[src/rtl/eq_codec_pkg.sv]
// Shared definitions for the equalizer-to-codec serial interface.
// Holds sample width, frame counter width, the counter values at which the
// transmit side acts, and the counter bit positions that form the codec clocks.
package eq_codec_pkg;

  localparam int SMPL_W = 16;
  localparam int CNT_W  = 11;

  // Counter values at which per-frame events happen.
  localparam logic [CNT_W-1:0] FRAME_LATCH_CNT = 11'h7FF;
  localparam logic [CNT_W-1:0] REQ_CNT         = 11'h400;

  // Counter bits that directly form the codec clocks.
  localparam int MCLK_BIT  = 1;
  localparam int SCLK_BIT  = 4;
  localparam int LRCLK_BIT = 10;

  typedef logic signed [SMPL_W-1:0] smpl_t;

  // Serial bit for position k of a 32-bit slot.
  // Slot 0 is the one-bit delay after the LRCLK edge, slots 1..16 carry the
  // sample MSB first, and the rest are zero pad.
  function automatic logic slot_bit(input smpl_t s, input logic [4:0] k);
    logic [3:0] idx;
    logic       b;
    b   = 1'b0;
    idx = 4'(5'd16 - k);
    if (k >= 5'd1 && k <= 5'd16) b = s[idx];
    return b;
  endfunction

endpackage

[src/rtl/codec_clk_gen.sv]
// Free-running frame counter and the codec clocks derived from it.
// Shared by the transmit and receive halves of the codec interface.
//   clk           in  system clock
//   rst_i         in  asynchronous active-high reset
//   cnt_o         out current frame counter value
//   mclk_o        out codec master clock (clk/4)
//   sclk_o        out serial bit clock (clk/32)
//   lrclk_o       out frame clock (clk/2048), 0 = left slot
//   sclk_fall_o   out high in the cycle whose closing edge makes SCLK fall
//   frame_start_o out high in the last cycle of a frame
module codec_clk_gen
  import eq_codec_pkg::*;
(
  input  logic             clk,
  input  logic             rst_i,
  output logic [CNT_W-1:0] cnt_o,
  output logic             mclk_o,
  output logic             sclk_o,
  output logic             lrclk_o,
  output logic             sclk_fall_o,
  output logic             frame_start_o
);

  logic [CNT_W-1:0] cnt_q, cnt_d;

  // Wraps naturally from all-ones back to zero.
  always_comb cnt_d = cnt_q + CNT_W'(1);

  // NOTE: sequential state uses non-blocking assignments so every register
  // samples the pre-edge values of its sources regardless of block ordering.
  always_ff @(posedge clk or posedge rst_i) begin
    if (rst_i) cnt_q <= '0;
    else       cnt_q <= cnt_d;
  end

  // Clocks are straight register bits, hence glitch-free.
  assign cnt_o         = cnt_q;
  assign mclk_o        = cnt_q[MCLK_BIT];
  assign sclk_o        = cnt_q[SCLK_BIT];
  assign lrclk_o       = cnt_q[LRCLK_BIT];
  assign sclk_fall_o   = (cnt_q[SCLK_BIT:0] == '1);
  assign frame_start_o = (cnt_q == FRAME_LATCH_CNT);

endmodule

[src/rtl/i2s_tx.sv]
// Transmit half of the equalizer-to-codec interface.
// Requests one stereo sample pair per frame, latches it at the frame
// boundary and shifts it out I2S-style on SDin, MSB first.
//   clk      in  50 MHz system clock
//   RST      in  asynchronous active-high reset
//   lft_in   in  signed left sample for a coming frame
//   rht_in   in  signed right sample for a coming frame
//   vld      in  one-cycle strobe qualifying lft_in/rht_in
//   smpl_req out one-cycle pulse asking for the next sample pair
//   underrun out one-cycle pulse: a frame started without fresh data
//   MCLK     out codec master clock
//   SCLK     out serial bit clock
//   LRCLK    out frame clock, 0 = left slot
//   SDin     out serial data to the codec DAC
module i2s_tx
  import eq_codec_pkg::*;
(
  input  logic              clk,
  input  logic              RST,
  input  logic [SMPL_W-1:0] lft_in,
  input  logic [SMPL_W-1:0] rht_in,
  input  logic              vld,
  output logic              smpl_req,
  output logic              underrun,
  output logic              MCLK,
  output logic              SCLK,
  output logic              LRCLK,
  output logic              SDin
);

  logic [CNT_W-1:0] cnt;
  logic             sclk_fall;
  logic             frame_start;

  codec_clk_gen u_clk_gen (
    .clk           (clk),
    .rst_i         (RST),
    .cnt_o         (cnt),
    .mclk_o        (MCLK),
    .sclk_o        (SCLK),
    .lrclk_o       (LRCLK),
    .sclk_fall_o   (sclk_fall),
    .frame_start_o (frame_start)
  );

  smpl_t hold_lft_q,  hold_lft_d;
  smpl_t hold_rht_q,  hold_rht_d;
  smpl_t frame_lft_q, frame_lft_d;
  smpl_t frame_rht_q, frame_rht_d;
  logic  pend_q,      pend_d;
  logic  sdin_q,      sdin_d;
  logic  req_q,       req_d;
  logic  underrun_q,  underrun_d;

  // Slot index (LRCLK bit plus bit position) that starts at the coming SCLK fall.
  logic [5:0] slot_nxt;

  // NOTE: every signal gets a default before any branch so this block can
  // never infer a latch.
  always_comb begin
    hold_lft_d  = hold_lft_q;
    hold_rht_d  = hold_rht_q;
    frame_lft_d = frame_lft_q;
    frame_rht_d = frame_rht_q;
    pend_d      = pend_q;
    sdin_d      = sdin_q;
    underrun_d  = 1'b0;
    slot_nxt    = cnt[CNT_W-1:SCLK_BIT+1] + 6'd1;

    // Registered so the request is high exactly while cnt == REQ_CNT.
    req_d = (cnt == REQ_CNT - CNT_W'(1));

    // Any strobe overwrites the holding pair: the last one before a frame wins.
    if (vld) begin
      hold_lft_d = lft_in;
      hold_rht_d = rht_in;
      pend_d     = 1'b1;
    end

    // Both channels latch together; a coincident strobe bypasses the holding pair.
    if (frame_start) begin
      if (vld) begin
        frame_lft_d = lft_in;
        frame_rht_d = rht_in;
      end else if (pend_q) begin
        frame_lft_d = hold_lft_q;
        frame_rht_d = hold_rht_q;
      end else begin
        underrun_d = 1'b1;
      end
      pend_d = 1'b0;
    end

    // Bit 0 of each slot is always zero, so using the pre-latch frame
    // registers at the frame boundary is safe.
    if (sclk_fall) begin
      sdin_d = slot_bit(slot_nxt[5] ? frame_rht_q : frame_lft_q, slot_nxt[4:0]);
    end
  end

  always_ff @(posedge clk or posedge RST) begin
    if (RST) begin
      hold_lft_q  <= '0;
      hold_rht_q  <= '0;
      frame_lft_q <= '0;
      frame_rht_q <= '0;
      pend_q      <= 1'b0;
      sdin_q      <= 1'b0;
      req_q       <= 1'b0;
      underrun_q  <= 1'b0;
    end else begin
      hold_lft_q  <= hold_lft_d;
      hold_rht_q  <= hold_rht_d;
      frame_lft_q <= frame_lft_d;
      frame_rht_q <= frame_rht_d;
      pend_q      <= pend_d;
      sdin_q      <= sdin_d;
      req_q       <= req_d;
      underrun_q  <= underrun_d;
    end
  end

  assign SDin     = sdin_q;
  assign smpl_req = req_q;
  assign underrun = underrun_q;

endmodule
[config.mk]
export PLATFORM = sky130hd
export DESIGN_NAME = i2s_tx
export DESIGN_NICKNAME = d
export VERILOG_FILES = /design/src/rtl/eq_codec_pkg.sv /design/src/rtl/codec_clk_gen.sv /design/src/rtl/i2s_tx.sv
export SDC_FILE = /design/constraint.sdc
export NUM_CORES = 1
export LEC_CHECK = 0
export CORE_ASPECT_RATIO = 1.25
export CORE_MARGIN = 2
export CORE_UTILIZATION = 40
export CTS_BUF_LIST = sky130_fd_sc_hd__clkbuf_4
export DETAILED_ROUTE_END_ITERATION = 10
export HOLD_SLACK_MARGIN = 0.05
export SYNTH_ARGS = -nofsm -noshare
export SYNTH_HDL_FRONTEND = slang
export SYNTH_SLANG_ARGS = --single-unit
[constraint.sdc]
create_clock -name clk -period 2.55 [get_ports clk]
set_clock_uncertainty 0.2 [all_clocks]
set_input_delay 0.3825 -clock clk [delete_from_list [all_inputs] [get_ports clk]]
set_output_delay 0.3825 -clock clk [all_outputs]
set_load 0.02 [all_outputs]
==> run metrics, run 1 <==
hold bufs inserted after CTS 0; Hold/Removal Path Class in -> async; status complete, no violations; netlist area before placement 3591 sq um; Synth area leaders sky130_fd_sc_hd__dfrtp_1, sky130_fd_sc_hd__mux2_1, sky130_fd_sc_hd__mux2_2, sky130_fd_sc_hd__xnor2_1, sky130_fd_sc_hd__mux2i_1; core outline area 8701 sq um; Pwr Total 2.341 mW; gate count of the mapped netlist 277; share of synthesized area occupied by flip-flops and latches 55.05%; power density over cell area 539.1 nW/um^2; vertical die dimension 109.9 microns; CTS root buf sky130_fd_sc_hd__clkbuf_4; Final Wtd Congestion 0.8238; CTS clk-pin slew, worst paths 140 ps; number of CTS-inserted buffers 9; Die X 88.75 microns; critical setup path kind reg -> out; level count of the clock H-tree 3; data required time of the critical path 1970 ps; Tmin final 2415 ps; worst reg2reg startpoint u_clk_gen.cnt_o[5]; worst reg2reg endpoint SDin; maximum number of pins on one net before global-route repair 80; clock sink total 79; Wirelength per Cell 14.85 microns; max-cap violations 0; number of warning messages in the yosys log 0; post-detailed-route DRC marker count 0; Worst VDD drop 0.3641 mV; total of endpoints with negative setup slack in the final report 0; fraction of registers with async set or reset after synthesis 100.0%; worst setup timing slack at the placement stage 205.9 ps; clock latency reported for the late side of the worst-skew pair 430 ps; leakage power figure 1.932 nW; Port-buffer cells 40; worst-case register-to-register setup slack 240 ps; FP Rows 38; TritonCTS clock tree done; part of the cycle the worst path needs 94.72%; worst setup margin 134.5 ps; RSZ-0062 raised after global routing no; EDFF count, synth 0; die outline area 9756 sq um; vias per cell 5.040; CP Data Arrival Time 1830 ps; number of buffers on the longest clock path 2; global-route wire length before repair 11390 microns; Register-to-Register Path Depth 7; crit start category flop; achievable clock frequency 414.0 MHz; cts repair resizes 0; detailed-route via count 2253; remaining antenna violation count 0; core occupancy in the finished layout 49.91%; top fanout value on the critical path 12; register bit total from synthesis 79; number of top-level pins 41; overall global routing resource usage 15.46%; dominant cell type by area after synthesis sky130_fd_sc_hd__dfrtp_1; share of cells above drive strength 1 21.41%; Overflow after GRT 0; number of detailed-routing iterations run before antenna repair 4; Worst-Margin Slew 387.0 ps; DP HPWL 4554 microns; Final Slew Violations 0; drt first-iter violations 163; overall routed net length 6637 microns; Slew Limit Headroom 73.53%; main flop type after synthesis sky130_fd_sc_hd__dfrtp_1; final hold vios 0; CP endpoint kind primary output; number of diodes added for antenna fixing 0; # Post-CTS Setup Buffers 0; syn avg cell area 12.96 sq um; area fraction of the dominant cell type after synthesis 55.05%; synthesized net count 316; library cells used by synthesis 50; layout overhead on the synthesized area 20.94%; Net count, final 361; initial core utilization 41.27%; via count of the first global-routing pass 2313; initial antenna violation count 0
==> where the power goes <==
| group | internal, mW | switching, mW |
|---|---|---|
| Sequential | 1.32 | 0.0231 |
| Clock | 0.324 | 0.486 |
| Combinational | 0.114 | 0.0727 |
| Total | 1.76 | 0.582 |
==> per-layer routing <==
metal | track usage, % | wire [microns]
met3 | 4.279 | 226
met4 | 4.870 | 87
met2 | 23.83 | 3166
met1 | 21.11 | 3157
met5 | 0 | 0
==> stage by stage <==
| step | cell area, sq um | setup TNS [ps] | hold slack (ps) | instances |
|---|---|---|---|---|
| floorplan | 3596 | -114.7 | 220.0 | 277 |
| global placement | 4188 | 0 | 239.7 | 431 |
| detailed placement | 4188 | 0 | 245.7 | 431 |
| CTS | 4343 | 0 | 180.7 | 447 |
| global route | 4343 | 0 | 187.1 | 447 |
| finish | 4343 | 0 | 180.0 | 447 |
==> cells by family (layout without fill, tap and decap cells) <==
family / after synthesis / in the layout / synth area share [%]
mux: 72 / 72 / 22.37
compound gates: 29 / 29 / 6.133
fa+ha+maj: 4 / 4 / 1.394
buf+inv: 22 / 72 / 2.822
xor+xnor: 9 / 9 / 2.195
simple gates: 62 / 62 / 10.03
flops: 79 / 79 / 55.05
==> synth_stat cells (all sizes together) (3+ instances only) <==
master,instances
dfrtp,79
mux2,66
buf,14
nand2,12
nor3,8
xnor2,8
nor2b,7
mux2i,6
nand4,6
nor2,6
a21oi,5
inv,5
ha,4
nand2b,4
nand3,4
o21ai,4
and3,3
clkbuf,3
or3,3
==> worst max path at each step <==
stage	startpoint	end	slack, ps	cells past startpoint
2_1_floorplan	u_clk_gen.cnt_o[5]	SDin	-110	11
3_3_place_gp	u_clk_gen.cnt_o[5]	SDin	270	8
3_5_place_dp	u_clk_gen.cnt_o[5]	SDin	210	8
4_1_cts	u_clk_gen.cnt_o[10]	LRCLK	100	2
5_1_grt	u_clk_gen.cnt_o[10]	LRCLK	10	2
6_report	u_clk_gen.cnt_o[10]	LRCLK	130	2
==> state kept, by name, indices dropped and copies added (netlist names) <==
signal and cells:
frame_rht_q 16, pend_q 1, frame_lft_q 16, SDin 1, hold_rht_q 16, smpl_req 1, u_clk_gen.cnt_o 11, underrun 1
hold_lft_q 16
==> cell usage in the layout (no fill, tap or decap), drive strengths merged, types with 2 or more instances in the layout <==
cell / count
a311oi: 2
inv: 9
clkbuf: 9
nand3: 4
and3: 3
clkdlybuf4s50: 40
ha: 4
and4: 2
mux2i: 6
mux2: 66
nand4: 6
nand2: 12
a21oi: 5
nor2b: 7
xnor2: 8
or3: 3
nand2b: 4
dfrtp: 79
nor3: 8
nor2: 6
a41oi: 2
a2111oi: 2
o21ai: 4
buf: 11
o22ai: 2
or2: 2
==> area by class of cell <==
cell class | count | area (sq um)
Clock inverter | 7 | 87.58
Tap cell | 120 | 150.1
Clock buffer | 9 | 67.56
Inverter | 5 | 22.52
Fill cell | 811 | 4358
Sequential cell | 79 | 1978
Timing Repair Buffer | 51 | 520.5
Multi-Input combinational cell | 176 | 1516
==> worst max-delay path: stages (launching register included) <==
cell	delay (ps)
sky130_fd_sc_hd__dfrtp_1	590
sky130_fd_sc_hd__buf_4	220
sky130_fd_sc_hd__clkdlybuf4s50_1	600
Note: power is estimated with default switching activity, not from simulation.
==> inputs of run 2 (changes only) <==
- SETUP_SLACK_MARGIN: unset -> 0.2
==> run metrics, run 2 (synthesized netlist as in run 1, its figures left out) <==
CTS root buf sky130_fd_sc_hd__clkbuf_4 (unchanged); Buffers & Inverters on Critical Path 1 (was 2); Worst VDD drop 0.3641 mV (about the same); FP Rows 38 (unchanged); detailed-route via count 2260 (was 2253); Net count, final 364 (was 361); most common cell after layout, fill and taps aside sky130_fd_sc_hd__dfrtp_1 (unchanged); source of the critical timing path u_clk_gen.cnt_o[5] (was u_clk_gen.cnt_o[10]); Port-buffer cells 40 (unchanged); CTS clk-pin slew, worst paths 140 ps (about the same); Critical Path, Cell by Cell buf_6 -> nand4_4 -> or3_4 -> and3_1 -> o31a_1 -> nor4_1 -> a311oi_1 (was buf_4 -> clkdlybuf4s50_1); internal power 1.760 mW (about the same); crit-path leading delay family simple AND/OR/NAND/NOR gates (was buffers and inverters); global-route wire length before repair 11390 microns (unchanged); overall routed net length 6732 microns (was 6637 microns); Hold/Removal Path Class in -> async (unchanged); post-detailed-route DRC marker count 0 (unchanged); leakage power figure 1.961 nW (was 1.932 nW); status complete, no violations (unchanged); level count of the clock H-tree 3 (unchanged); hold bufs inserted after CTS 0 (unchanged); power share of the clock group 34.5% (was 34.6%); top fanout value on the critical path 24 (was 12); worst setup timing slack at the placement stage 205.9 ps (unchanged); RSZ-0062 raised after global routing yes (was no); Tmin final 2272 ps (was 2415 ps); highest layer used for signal routing met4 (unchanged); number of buffers on the longest clock path 2 (unchanged); Slew Limit Headroom 74.08% (was 73.53%); share of cells above drive strength 1 23.33% (was 21.41%); part of the power in registers 57.5% (was 57.4%); initial antenna violation count 0 (unchanged); max-cap violations 0 (unchanged); DRT met1 WL 3225 microns (was 3157 microns); core outline area 8701 sq um (unchanged); achievable clock frequency 440.1 MHz (was 414.0 MHz); Die X 88.75 microns (unchanged); routed wire length on met3 234 microns (was 226 microns); Final Wtd Congestion 0.8238 (unchanged); Register-to-Register Path Depth 7 (unchanged); die outline area 9756 sq um (unchanged); critical setup path kind reg -> reg (was reg -> out); crit start category flop (unchanged); combinational group share of total power 8.0% (about the same); layout overhead on the synthesized area 22.47% (was 20.94%); Wirelength per Cell 14.96 microns (was 14.85 microns); power density over cell area 531.6 nW/um^2 (was 539.1 nW/um^2); worst reg2reg endpoint SDin (unchanged); worst setup margin 277.5 ps (was 134.5 ps); initial core utilization 41.27% (unchanged); vertical die dimension 109.9 microns (unchanged); number of diodes added for antenna fixing 0 (unchanged); total of endpoints with negative setup slack in the final report 0 (unchanged); part of the cycle the worst path needs 89.12% (was 94.72%); data required time of the critical path 2660 ps (was 1970 ps); maximum number of pins on one net before global-route repair 80 (unchanged); Critical Path Slowest Stage Cell sky130_fd_sc_hd__dfrtp_2 (was sky130_fd_sc_hd__clkdlybuf4s50_1); Overflow after GRT 0 (unchanged); most frequent cells in the layout sky130_fd_sc_hd__dfrtp_1, sky130_fd_sc_hd__clkdlybuf4s50_1, sky130_fd_sc_hd__mux2_2, sky130_fd_sc_hd__mux2_1, sky130_fd_sc_hd__nand2_1 (unchanged); dpl cells 431 (unchanged); overall global routing resource usage 15.46% (unchanged); Worst-Margin Slew 379.0 ps (was 387.0 ps); clock sink total 79 (unchanged); Worst path depth 7 (was 2); vias per cell 5.022 (was 5.040); worst setup path endpoint SDin (was LRCLK); Slowest Stage Delay on Critical Path 390 ps (was 600 ps); via count of the first global-routing pass 2310 (was 2313); net switching component of the power 578.3 uW (was 581.6 uW); number of CTS-inserted buffers 9 (unchanged); Pwr Total 2.338 mW (was 2.341 mW); worst-case register-to-register setup slack 280 ps (was 240 ps); CP Data Arrival Time 2380 ps (was 1830 ps); drt first-iter violations 123 (was 163); Final Slew Violations 0 (unchanged); number of detailed-routing iterations run before antenna repair 5 (was 4); DP HPWL 4554 microns (unchanged); remaining antenna violation count 0 (unchanged); post-layout instance count excluding filler cells 450 (was 447); number of top-level pins 41 (unchanged); clock latency reported for the late side of the worst-skew pair 420 ps (was 430 ps); final hold vios 0 (unchanged); worst reg2reg startpoint u_clk_gen.cnt_o[5] (unchanged); CP endpoint kind flop (was primary output); switching share of total power 24.73% (was 24.84%); met2 WL post-DR 3230 microns (was 3166 microns); TritonCTS clock tree done (unchanged)
## run 2: repair_timing
item                       CTS  global route
gates resized for setup      2             6
buffers inserted             0             3
setup endpoints to repair    2            34
pin swaps                    0             2
## run 2: area by class of cell
class | count | area (sq um)
fill | 806 | 4303
sequential | 79 | 1979
multi-input combinational | 176 | 1540
timing repair buffer | 54 | 550.5
tap | 120 | 150.1
clock inverter | 7 | 87.58
clock buffer | 9 | 67.56
inverter | 5 | 22.52
## run 2: per-layer routing
layer / GRT usage (%) / vias up
met3: 4.279 / 2
li1: - / 1103
met4: 4.870 / 0
met5: 0 / -
met1: 21.11 / 1122
met2: 23.83 / 33
## run 2: power by group through the flow
stage / logic [mW] / clock network [mW] / registers [mW]
2_1_floorplan: 0.110 / 0 / 1.36
3_3_place_gp: 0.191 / 0 / 1.37
3_5_place_dp: 0.192 / 0 / 1.37
4_1_cts: 0.194 / 0.840 / 1.35
5_1_grt: 0.210 / 0.894 / 1.35
6_report: 0.187 / 0.807 / 1.34
## run 2: stage by stage
step | util [%] | hold WS, ps | instance area (sq um) | setup TNS, ps
2_1_floorplan | - | 220.0 | 3596 | -114.7
4_1_cts | 49.96 | 180.7 | 4347 | 0
3_3_place_gp | 48.13 | 239.7 | 4188 | 0
3_5_place_dp | 48.13 | 245.7 | 4188 | 0
6_report | 50.55 | 188.5 | 4398 | 0
5_1_grt | 50.55 | 187.1 | 4398 | 0
## run 2: worst min-delay path, delay by kind of cell
kind	cells	cell delay [ps]
buffers and inverters	3	870
## run 2: worst min-delay path by stage
| stage | startpoint | to | slack, ps |
|---|---|---|---|
| 6_report | RST | hold_rht_q[0] | 190 |
| 3_3_place_gp | u_clk_gen.cnt_o[0] | u_clk_gen.cnt_o[0] | 240 |
| 2_1_floorplan | u_clk_gen.cnt_o[0] | u_clk_gen.cnt_o[0] | 220 |
| 4_1_cts | RST | hold_lft_q[12] | 180 |
| 3_5_place_dp | u_clk_gen.cnt_o[0] | u_clk_gen.cnt_o[0] | 250 |
| 5_1_grt | RST | hold_lft_q[12] | 190 |
==> inputs of run 3 (changes only) <==
- CAP_MARGIN: unset -> 20
- GPL_TIMING_DRIVEN: unset -> 0
==> run metrics, run 3 (synthesized netlist as in run 1, its figures left out) <==
Port-buffer cells 39 (was 40); CP Data Arrival Time 2690 ps (was 2380 ps); Critical Path Slowest Stage Cell sky130_fd_sc_hd__dfrtp_2 (unchanged); Final Wtd Congestion 0.8848 (was 0.8238); critical setup path kind reg -> reg (unchanged); number of top-level pins 41 (unchanged); Critical Path, Cell by Cell buf_6 -> buf_8 -> inv_6 -> ha_4 -> buf_8 -> buf_12 -> mux2i_2 -> a21oi_2 -> a21oi_2 -> o32a_1 -> a311oi_2 (was buf_6 -> nand4_4 -> or3_4 -> and3_1 -> o31a_1 -> nor4_1 -> a311oi_1); RSZ-0062 raised after global routing yes (unchanged); detailed-route via count 2324 (was 2260); number of detailed-routing iterations run before antenna repair 4 (was 5); number of diodes added for antenna fixing 0 (unchanged); power density over cell area 526.4 nW/um^2 (was 531.6 nW/um^2); layout overhead on the synthesized area 25.51% (was 22.47%); Worst-Margin Slew 828.2 ps (was 379.0 ps); achievable clock frequency 388.1 MHz (was 440.1 MHz); initial core utilization 41.27% (unchanged); post-detailed-route DRC marker count 0 (unchanged); final hold vios 0 (unchanged); Worst VDD drop 0.3728 mV (was 0.3641 mV); most common cell after layout, fill and taps aside sky130_fd_sc_hd__dfrtp_1 (unchanged); Wirelength per Cell 15.78 microns (was 14.96 microns); post-place instance area 4156 sq um (was 4188 sq um); Die X 88.75 microns (unchanged); clock sink total 79 (unchanged); part of the cycle the worst path needs 101.0% (was 89.12%); vias per cell 5.074 (was 5.022); top fanout value on the critical path 7 (was 24); number of buffers on the longest clock path 2 (unchanged); Slowest Stage Delay on Critical Path 440 ps (was 390 ps); global-route wire length before repair 12300 microns (was 11390 microns); violated checks negative setup slack; Hold/Removal Path Class in -> async (unchanged); level count of the clock H-tree 3 (unchanged); Hold Slack 250.6 ps (was 188.5 ps); total of endpoints with negative setup slack in the final report 1 (was 0); max-cap violations 0 (unchanged); Final Slew Violations 0 (unchanged); maximum number of pins on one net before global-route repair 43 (was 80); most frequent cells in the layout sky130_fd_sc_hd__dfrtp_1, sky130_fd_sc_hd__clkdlybuf4s50_1, sky130_fd_sc_hd__mux2_2, sky130_fd_sc_hd__mux2_1, sky130_fd_sc_hd__nand2_1 (unchanged); source of the critical timing path u_clk_gen.cnt_o[5] (unchanged); CTS clk-pin slew, worst paths 130 ps (was 140 ps); die outline area 9756 sq um (unchanged); Net count, final 372 (was 364); worst-case register-to-register setup slack -30 ps (was 280 ps); leakage power figure 1.979 nW (was 1.961 nW); status complete, but fails checks (was complete, no violations); number of CTS-inserted buffers 9 (unchanged); crit start category flop (unchanged); TritonCTS clock tree done (unchanged); Pwr Total 2.372 mW (was 2.338 mW); Slew Limit Headroom 44.67% (was 74.08%); worst setup path endpoint SDin (unchanged); worst setup margin -26.38 ps (was 277.5 ps); fill cell count 791 (was 806); Overflow after GRT 0 (unchanged); data required time of the critical path 2670 ps (was 2660 ps); worst reg2reg endpoint SDin (unchanged); initial antenna violation count 0 (unchanged); CTS root buf sky130_fd_sc_hd__clkbuf_4 (unchanged); FP Rows 38 (unchanged); clock latency reported for the late side of the worst-skew pair 420 ps (about the same); worst reg2reg startpoint u_clk_gen.cnt_o[5] (unchanged); share of cells above drive strength 1 26.33% (was 23.33%); remaining antenna violation count 0 (unchanged); core outline area 8701 sq um (unchanged); Tmin final 2576 ps (was 2272 ps); overall global routing resource usage 16.53% (was 15.46%); via count of the first global-routing pass 2451 (was 2310); overall routed net length 7227 microns (was 6732 microns); drt first-iter violations 151 (was 123); DP HPWL 4955 microns (was 4554 microns); CP endpoint kind flop (unchanged); vertical die dimension 109.9 microns (unchanged); Register-to-Register Path Depth 11 (was 7); worst setup timing slack at the placement stage -789.5 ps (was 205.9 ps); post-route cell area 4507 sq um (was 4398 sq um)
[run 3: cell types whose count changed in the layout (fill, tap and decap cells not counted), sizes merged]
cell / previous run / this run
buf: 14 / 19
clkbuf: 9 / 13
inv: 9 / 5
clkinvlp: 1 / 4
bufinv: 1 / 2
clkdlybuf4s50: 40 / 39
[run 3: metal layers]
metal	global-route usage, %	up-vias	routed length [microns]
li1	-	1120	-
met1	22.36	1137	3367
met2	25.37	55	3335
met3	3.378	12	323
met4	7.684	0	200
met5	0	-	0
[run 3: where the power goes]
part           switching [mW]  leakage, nW  internal, mW
combinational          0.0774        0.907         0.112
sequential             0.0239        0.994          1.32
clock                   0.440       0.0786         0.398
total                   0.541         1.98          1.83
[run 3: stage by stage]
step,instances,setup TNS [ps],utilization (%)
5_1_grt,458,-80.16,51.80
6_report,458,-26.38,51.80
2_1_floorplan,277,-114.7,-
3_5_place_dp,437,-789.5,47.77
4_1_cts,457,-2.741,50.93
3_3_place_gp,436,-810.0,47.54
[run 3: cell type report]
cell class	count	area [sq um]	area share, %
Tap cell	120	150.1	3.331
Clock inverter	7	96.34	2.138
Timing Repair Buffer	45	478.0	10.61
Multi-Input combinational cell	176	1583	35.12
Inverter	5	27.53	0.6108
Buffer	17	126.4	2.804
Sequential cell	79	1978	43.89
Clock buffer	9	67.56	1.499
[run 3: critical path: cells and delay by family, from the launching register on]
family	cells	cell delay [ps]
fa+ha+maj	1	200
buf+inv	5	580
compound gates	4	900
flops	1	440
mux	1	160
[run 3: worst min-delay path by stage]
stage                                     to  cells after the start
final                          hold_rht_q[5]                      2
after global routing      u_clk_gen.cnt_o[0]                      1
after CTS                      hold_rht_q[5]                      2
after detailed placement  u_clk_gen.cnt_o[0]                      1
after global placement    u_clk_gen.cnt_o[0]                      1
after floorplan           u_clk_gen.cnt_o[0]                      1
[run 3: timing repair]
action	4_1_cts	5_1_grt
gates resized for setup	18	14
gates cloned	0	1
setup endpoints to repair	1	31
pin swaps	4	6
setup buffers	4	0
hold buffers	0	0
